==> config.mk <==
export PLATFORM = sky130hd
export DESIGN_NAME = decode_cycle
export DESIGN_NICKNAME = d
export VERILOG_FILES = /design/src/rtl/decode_cycle.sv
export SDC_FILE = /design/constraint.sdc
export NUM_CORES = 2
export LEC_CHECK = 0
export BUFFER_PORTS_ARGS = -buffer_cell sky130_fd_sc_hd__buf_2
export CORE_MARGIN = 4
export CORE_UTILIZATION = 50
export DETAILED_ROUTE_END_ITERATION = 6
export PLACE_DENSITY = 0.66
export SETUP_SLACK_MARGIN = 0.5
export SLEW_MARGIN = 0
export SYNTH_ARGS = -nofsm -noshare
export SYNTH_HDL_FRONTEND = slang
export SYNTH_SLANG_ARGS = --single-unit
==> constraint.sdc <==
create_clock -name clk -period 1.1 [get_ports clk]
set_input_delay 0.055 -clock clk [delete_from_list [all_inputs] [get_ports clk]]
set_output_delay 0.055 -clock clk [all_outputs]
set_load 0.02 [all_outputs]
==> src/rtl/decode_cycle.sv <==
// Decode stage of a single-issue RISC-V pipeline: register file, control decode and the ID/EX register.
// Defining DECODE_WB_BYPASS_EN forwards a same-cycle writeback into the register reads.
module decode_cycle (
  input  logic        clk,
  input  logic        rst,
  input  logic [31:0] instrd,
  input  logic [31:0] pcd,
  input  logic [31:0] pcplus4d,
  input  logic        flushe,
  input  logic        regwritew,
  input  logic [4:0]  rdw,
  input  logic [31:0] resultw,
  output logic        regwritee,
  output logic        memwritee,
  output logic        jumpe,
  output logic        branche,
  output logic        alusrce,
  output logic [1:0]  resultsrce,
  output logic [2:0]  alucontrole,
  output logic [31:0] rd1e,
  output logic [31:0] rd2e,
  output logic [31:0] immexte,
  output logic [31:0] pce,
  output logic [31:0] pcplus4e,
  output logic [4:0]  rde,
  output logic [4:0]  rs1e,
  output logic [4:0]  rs2e
);

  typedef enum logic [6:0] {
    OP_LOAD   = 7'b0000011,
    OP_STORE  = 7'b0100011,
    OP_RTYPE  = 7'b0110011,
    OP_IALU   = 7'b0010011,
    OP_BRANCH = 7'b1100011,
    OP_JAL    = 7'b1101111
  } opcode_e;

  typedef enum logic [2:0] {
    ALU_ADD = 3'b000,
    ALU_SUB = 3'b001,
    ALU_AND = 3'b010,
    ALU_OR  = 3'b011,
    ALU_SLT = 3'b101
  } alu_op_e;

  typedef enum logic [1:0] {
    RES_ALU = 2'b00,
    RES_MEM = 2'b01,
    RES_PC4 = 2'b10
  } result_src_e;

  typedef enum logic [1:0] {IMM_I, IMM_S, IMM_B, IMM_J} imm_sel_e;

  typedef struct packed {
    logic       regwrite;
    logic       memwrite;
    logic       jump;
    logic       branch;
    logic       alusrc;
    logic [1:0] resultsrc;
    logic [2:0] alucontrol;
  } ctrl_t;

  logic [6:0]  opcode;
  logic [2:0]  funct3;
  logic [4:0]  rs1, rs2, rd;
  logic [31:0] rd1, rd2, imm_ext;
  alu_op_e     funct_alu;
  imm_sel_e    imm_sel;
  ctrl_t       ctrl_d, ctrl_q;

  logic [31:0] rf_q [32];

  logic [31:0] rd1_q, rd2_q, imm_q, pc_q, pcplus4_q;
  logic [4:0]  rd_q, rs1_q, rs2_q;

  assign opcode = instrd[6:0];
  assign funct3 = instrd[14:12];
  assign rd     = instrd[11:7];
  assign rs1    = instrd[19:15];
  assign rs2    = instrd[24:20];

  // NOTE: the register file is cleared by reset, so it must be flops rather than a RAM macro.
  always_ff @(posedge clk or negedge rst) begin
    if (!rst) begin
      for (int i = 0; i < 32; i++) rf_q[i] <= '0;
    end else if (regwritew && rdw != 5'd0) begin
      // NOTE: state is updated with non-blocking assignments so all flops see pre-edge values.
      rf_q[rdw] <= resultw;
    end
  end

`ifdef DECODE_WB_BYPASS_EN
  assign rd1 = (regwritew && rdw != 5'd0 && rdw == rs1) ? resultw : rf_q[rs1];
  assign rd2 = (regwritew && rdw != 5'd0 && rdw == rs2) ? resultw : rf_q[rs2];
`else
  assign rd1 = rf_q[rs1];
  assign rd2 = rf_q[rs2];
`endif

  // funct3 mapping shared by R-type and I-ALU; only R-type honours funct7[5] for sub.
  always_comb begin
    // NOTE: every always_comb output gets a default first so no path infers a latch.
    funct_alu = ALU_ADD;
    case (funct3)
      3'b000:  funct_alu = (opcode == OP_RTYPE && instrd[30]) ? ALU_SUB : ALU_ADD;
      3'b010:  funct_alu = ALU_SLT;
      3'b110:  funct_alu = ALU_OR;
      3'b111:  funct_alu = ALU_AND;
      default: funct_alu = ALU_ADD;
    endcase
  end

  always_comb begin
    ctrl_d  = '0;
    imm_sel = IMM_I;
    case (opcode)
      OP_LOAD: begin
        ctrl_d.regwrite  = 1'b1;
        ctrl_d.resultsrc = RES_MEM;
        ctrl_d.alusrc    = 1'b1;
      end
      OP_STORE: begin
        ctrl_d.memwrite = 1'b1;
        ctrl_d.alusrc   = 1'b1;
        imm_sel         = IMM_S;
      end
      OP_RTYPE: begin
        ctrl_d.regwrite   = 1'b1;
        ctrl_d.alucontrol = funct_alu;
      end
      OP_IALU: begin
        ctrl_d.regwrite   = 1'b1;
        ctrl_d.alusrc     = 1'b1;
        ctrl_d.alucontrol = funct_alu;
      end
      OP_BRANCH: begin
        ctrl_d.branch     = 1'b1;
        ctrl_d.alucontrol = ALU_SUB;
        imm_sel           = IMM_B;
      end
      OP_JAL: begin
        ctrl_d.jump      = 1'b1;
        ctrl_d.regwrite  = 1'b1;
        ctrl_d.resultsrc = RES_PC4;
        imm_sel          = IMM_J;
      end
      default: ctrl_d = '0;
    endcase
  end

  always_comb begin
    imm_ext = '0;
    case (imm_sel)
      IMM_I: imm_ext = {{20{instrd[31]}}, instrd[31:20]};
      IMM_S: imm_ext = {{20{instrd[31]}}, instrd[31:25], instrd[11:7]};
      IMM_B: imm_ext = {{19{instrd[31]}}, instrd[31], instrd[7], instrd[30:25], instrd[11:8], 1'b0};
      IMM_J: imm_ext = {{11{instrd[31]}}, instrd[31], instrd[19:12], instrd[20], instrd[30:21], 1'b0};
      default: imm_ext = '0;
    endcase
  end

  // A flush kills controls and indices; data fields are captured regardless since they are ignored.
  always_ff @(posedge clk or negedge rst) begin
    if (!rst) begin
      ctrl_q    <= '0;
      rd_q      <= '0;
      rs1_q     <= '0;
      rs2_q     <= '0;
      rd1_q     <= '0;
      rd2_q     <= '0;
      imm_q     <= '0;
      pc_q      <= '0;
      pcplus4_q <= '0;
    end else begin
      if (flushe) begin
        ctrl_q <= '0;
        rd_q   <= '0;
        rs1_q  <= '0;
        rs2_q  <= '0;
      end else begin
        ctrl_q <= ctrl_d;
        rd_q   <= rd;
        rs1_q  <= rs1;
        rs2_q  <= rs2;
      end
      rd1_q     <= rd1;
      rd2_q     <= rd2;
      imm_q     <= imm_ext;
      pc_q      <= pcd;
      pcplus4_q <= pcplus4d;
    end
  end

  assign regwritee   = ctrl_q.regwrite;
  assign memwritee   = ctrl_q.memwrite;
  assign jumpe       = ctrl_q.jump;
  assign branche     = ctrl_q.branch;
  assign alusrce     = ctrl_q.alusrc;
  assign resultsrce  = ctrl_q.resultsrc;
  assign alucontrole = ctrl_q.alucontrol;
  assign rd1e        = rd1_q;
  assign rd2e        = rd2_q;
  assign immexte     = imm_q;
  assign pce         = pc_q;
  assign pcplus4e    = pcplus4_q;
  assign rde         = rd_q;
  assign rs1e        = rs1_q;
  assign rs2e        = rs2_q;

endmodule

==> impl_results.md <==
- Worst path max stage delay: 0.40 ns
- Flops & latches, synth: 1197
- Max-cap violations: 0
- Core area: 120000 um2
- Pwr Density: 1650 nW/um2
- Area of the multi-input gates: 30000 um2
- Wire per inst: 28.2 um
- Critical Path RT: 1.75 ns
- # fillers: 8894
- R2R depth: 7
- Root Driver: clkbuf_16
- Final worst setup slack: -0.465 ns
- Post-synthesis area per instance: 12.5 um2
- Slew headroom: 53.5%
- Area delta synth->final: 30.9%
- Dpl ws: -0.879 ns
- Via-to-Cell Ratio: 6.13
- GRT Total Usage: 30.8%
- Run status: finished with violations
- Failing checks: hold timing, setup timing
- HP Class: in2async
- Worst VDD drop: 1.74 mV
- Fmax: 639 MHz
- Startpoint Class: register
- DR iter-0 viols: 3895
- Gp weighted congestion: 0.861
- Initial core utilization: 50.4%
- Final core occ: 66.0%
- Drt total wl: 208000 um
- FF+latch area: 30000 um2
- Max-slew violation count: 0
- Leakage: 38.1 nW
- Worst Tran Pin Value: 0.696 ns
- Hold WS: -0.745 ns
- Reg-to-Reg End: rd1e[24]$_DFF_PN0_
- # DRC: 0
- Final Net Count: 5777
- Yosys Warn Count: 0
- Placed instance count: 6846
- Die ar.: 127000 um2
- Fin cells: 7358
- Post-synthesis sequential area ratio: 49.4%
- Post-Syn Nets: 4986
- Cells after synthesis: 4849
- Vias: 45.1k
- GRT overflow: 0
- Die height: 356 um
- Post-route antenna net violation count: 0
- Final Hold Vio Count: 1242
- Reg clk slew, reported paths: 0.06 ns
- Critical path class: reg2reg
- Slowest-stage cell, CP: dfrtp_1
- Final period utilization: 142%
- Top Family by Delay on Critical Path: flip-flops
- Largest net degree at the start of global routing: 79
- Clock Tree Buf Depth: 3
- Critical path endpoint category: register
- Htree depth: 4
- TritonCTS buffer count: 135
- Cell Area, Synth: 60700 um2
- Buffers added on ports: 321
- FF-to-FF Start: rf_q[952]$_DFFE_PN0P_
- Layout cells sized above 1: 39.7%
- Io pins: 322
- CTS Sinks: 1197
- Final clock skew: 0.0220 ns
- 1st-pass router iterations: 5
- Clk Latency, worst-skew pair: 0.76 ns
- Crit path buf inv count: 2
- Flop-to-flop setup slack: -0.47 ns
- Tmin final: 1.57 ns
- Detail Placement HPWL: 125000 um
- Critical-path cell list: mux2i_2, a22o_1, nor3_2, buf_4, a31oi_1, nand3_1, buf_6
- Antenna violations before repair: 6
- Ys async rst share: 100%
- Critical Path Fanout Max: 2
- Die X: 356 um
- Row cnt: 127
- Number of synthesized flops with an enable pin: 0
- Worst Path Arrival: 2.21 ns
- Distinct cells, synth: 38
- Endpoints failing setup: 251
- CTS tree: done
- Vias in the first global route: 46.4k
- RSZ-0062 raised after global routing: true
- First-pass GRT wire length: 296000 um
- Top_reg_cell synth: dfrtp_1
cell families (layout without fill, tap and decap cells):
logic type / after synthesis / in the layout / share of synthesized area (%)
mux: 2020 / 2020 / 35.4
compound gates: 590 / 590 / 6.63
buf+inv: 492 / 1387 / 4.23
simple gates: 550 / 550 / 4.40
other cells: 0 / 2 / 0
flops: 1197 / 1197 / 49.4
how the worst max path moves through the flow:
| stage | start | to | slack [ns] | depth (start not counted) |
|---|---|---|---|---|
| after global placement | rdw[1] | rf_q[868]$_DFFE_PN0P_ | -1.56 | 5 |
| after CTS | immexte[30]$_DFF_PN0_ | immexte[21] | -0.42 | 1 |
| final | rf_q[952]$_DFFE_PN0P_ | rd1e[24]$_DFF_PN0_ | -0.47 | 7 |
| after global routing | rf_q[952]$_DFFE_PN0P_ | rd1e[24]$_DFF_PN0_ | -0.48 | 7 |
| after floorplan | rdw[2] | rf_q[193]$_DFFE_PN0P_ | -0.18 | 4 |
| after detailed placement | rdw[1] | rf_q[419]$_DFFE_PN0P_ | -0.88 | 7 |
power by group:
group          internal (mW)  switching, mW
logic                   15.5           12.2
clock network           27.2           18.6
registers               51.8           6.11
routing by layer:
| layer | up-vias | global-route usage (%) | part of all wire, % |
|---|---|---|---|
| met3 | 415 | 6.08 | 7.5 |
| met5 | - | 0 | 0.013 |
| met2 | 1791 | 48.6 | 46 |
| li1 | 19300 | - | - |
| met1 | 23500 | 42.4 | 43 |
| met4 | 4 | 10.9 | 3.9 |
synthesized netlist by cell type (all sizes together), types with 3 or more instances:
cell type / instances / area [um2]
clkbuf: 216 / 811
nor2: 24 / 213
a21o: 8 / 60.1
or2: 5 / 31.3
nor3: 70 / 350
nand4: 3 / 18.8
mux2i: 1024 / 10200
nand3: 194 / 971
nand2b: 4 / 25.0
nand3b: 4 / 30.0
mux2: 996 / 11200
a22oi: 192 / 1440
inv: 5 / 18.8
a22o: 128 / 1120
a21oi: 194 / 971
nor2b: 19 / 119
buf: 271 / 1740
nor3b: 4 / 45.1
dfrtp: 1197 / 30000
a31oi: 65 / 407
nand2: 214 / 803
through the flow:
step / cell area, um2 / total power, mW / setup TNS [ns] / hold slack, ns
after CTS: 77400 / 130 / -63.20 / -0.788
after floorplan: 61700 / 73.4 / -78.53 / -0.241
after global placement: 69000 / 81.4 / -691.01 / -0.0636
after detailed placement: 69000 / 82.4 / -646.84 / -0.0669
after global routing: 79400 / 137 / -67.58 / -0.770
final: 79400 / 131 / -56.34 / -0.745
worst reg2reg max path: cells and delay by family, from the launching register on:
kind	cells	cell delay, ns
multiplexers	1	0.23
AND/OR/NAND/NOR	2	0.17
buffers and inverters	2	0.32
flip-flops	1	0.40
AO/OA/AOI/OAI	2	0.34
layout make-up:
type	instances	share of cell area [%]
antenna	2	0.00630
clock buffer	206	5.11
clock inverter	35	0.546
inverter	5	0.0236
multi-input combinational	3160	37.8
sequential	1197	37.7
tap	1612	2.54
timing repair buffer	1141	16.3
state kept, by name (all words and copies together), names as in the netlist:
| register | count |
|---|---|
| alucontrole | 3 |
| alusrce | 1 |
| branche | 1 |
| immexte | 21 |
| jumpe | 1 |
| memwritee | 1 |
| pce | 32 |
| pcplus4e | 32 |
| rd1e | 32 |
| rd2e | 32 |
| rde | 5 |
| regwritee | 1 |
| resultsrce | 1 |
| rf_q | 1024 |
| rs1e | 5 |
| rs2e | 5 |
repair_timing:
| item | CTS | global route |
|---|---|---|
| hold buffers | 199 | 6 |
| cloned | 0 | 25 |
| pin swaps | 97 | 117 |
| resized for setup | 506 | 267 |
| setup buffers | 11 | 35 |
| hold endpoints to repair | 2291 | 1203 |
| setup endpoints to repair | 1244 | 1411 |
cells in the final DEF (no fill, tap or decap), types with 7 or more instances in the layout:
master	synthesis	layout
a31oi_1	65	32
clkbuf_16	0	164
buf_6	48	215
nand2_1	214	196
dfrtp_1	1197	1186
nor3_1	70	32
a21o_1	8	8
a31oi_4	0	12
nand2_2	0	8
a22o_1	128	128
clkinv_2	0	13
mux2i_1	1024	1021
nand3_1	194	174
clkbuf_8	0	29
nand2_4	0	7
mux2_1	37	37
nor3_2	0	37
dlygate4sd3_1	0	195
a21oi_1	194	193
dfrtp_2	0	11
buf_4	46	341
a22oi_1	192	192
buf_16	0	10
buf_2	148	130
bufinv_16	0	7
buf_12	0	222
a31oi_2	0	21
mux2_4	0	251
mux2_2	959	708
nor2_4	16	20
nor2b_1	19	14
clkbuf_1	216	36
nand3_2	0	19
No activity file was read; power rests on OpenSTA's default activity.
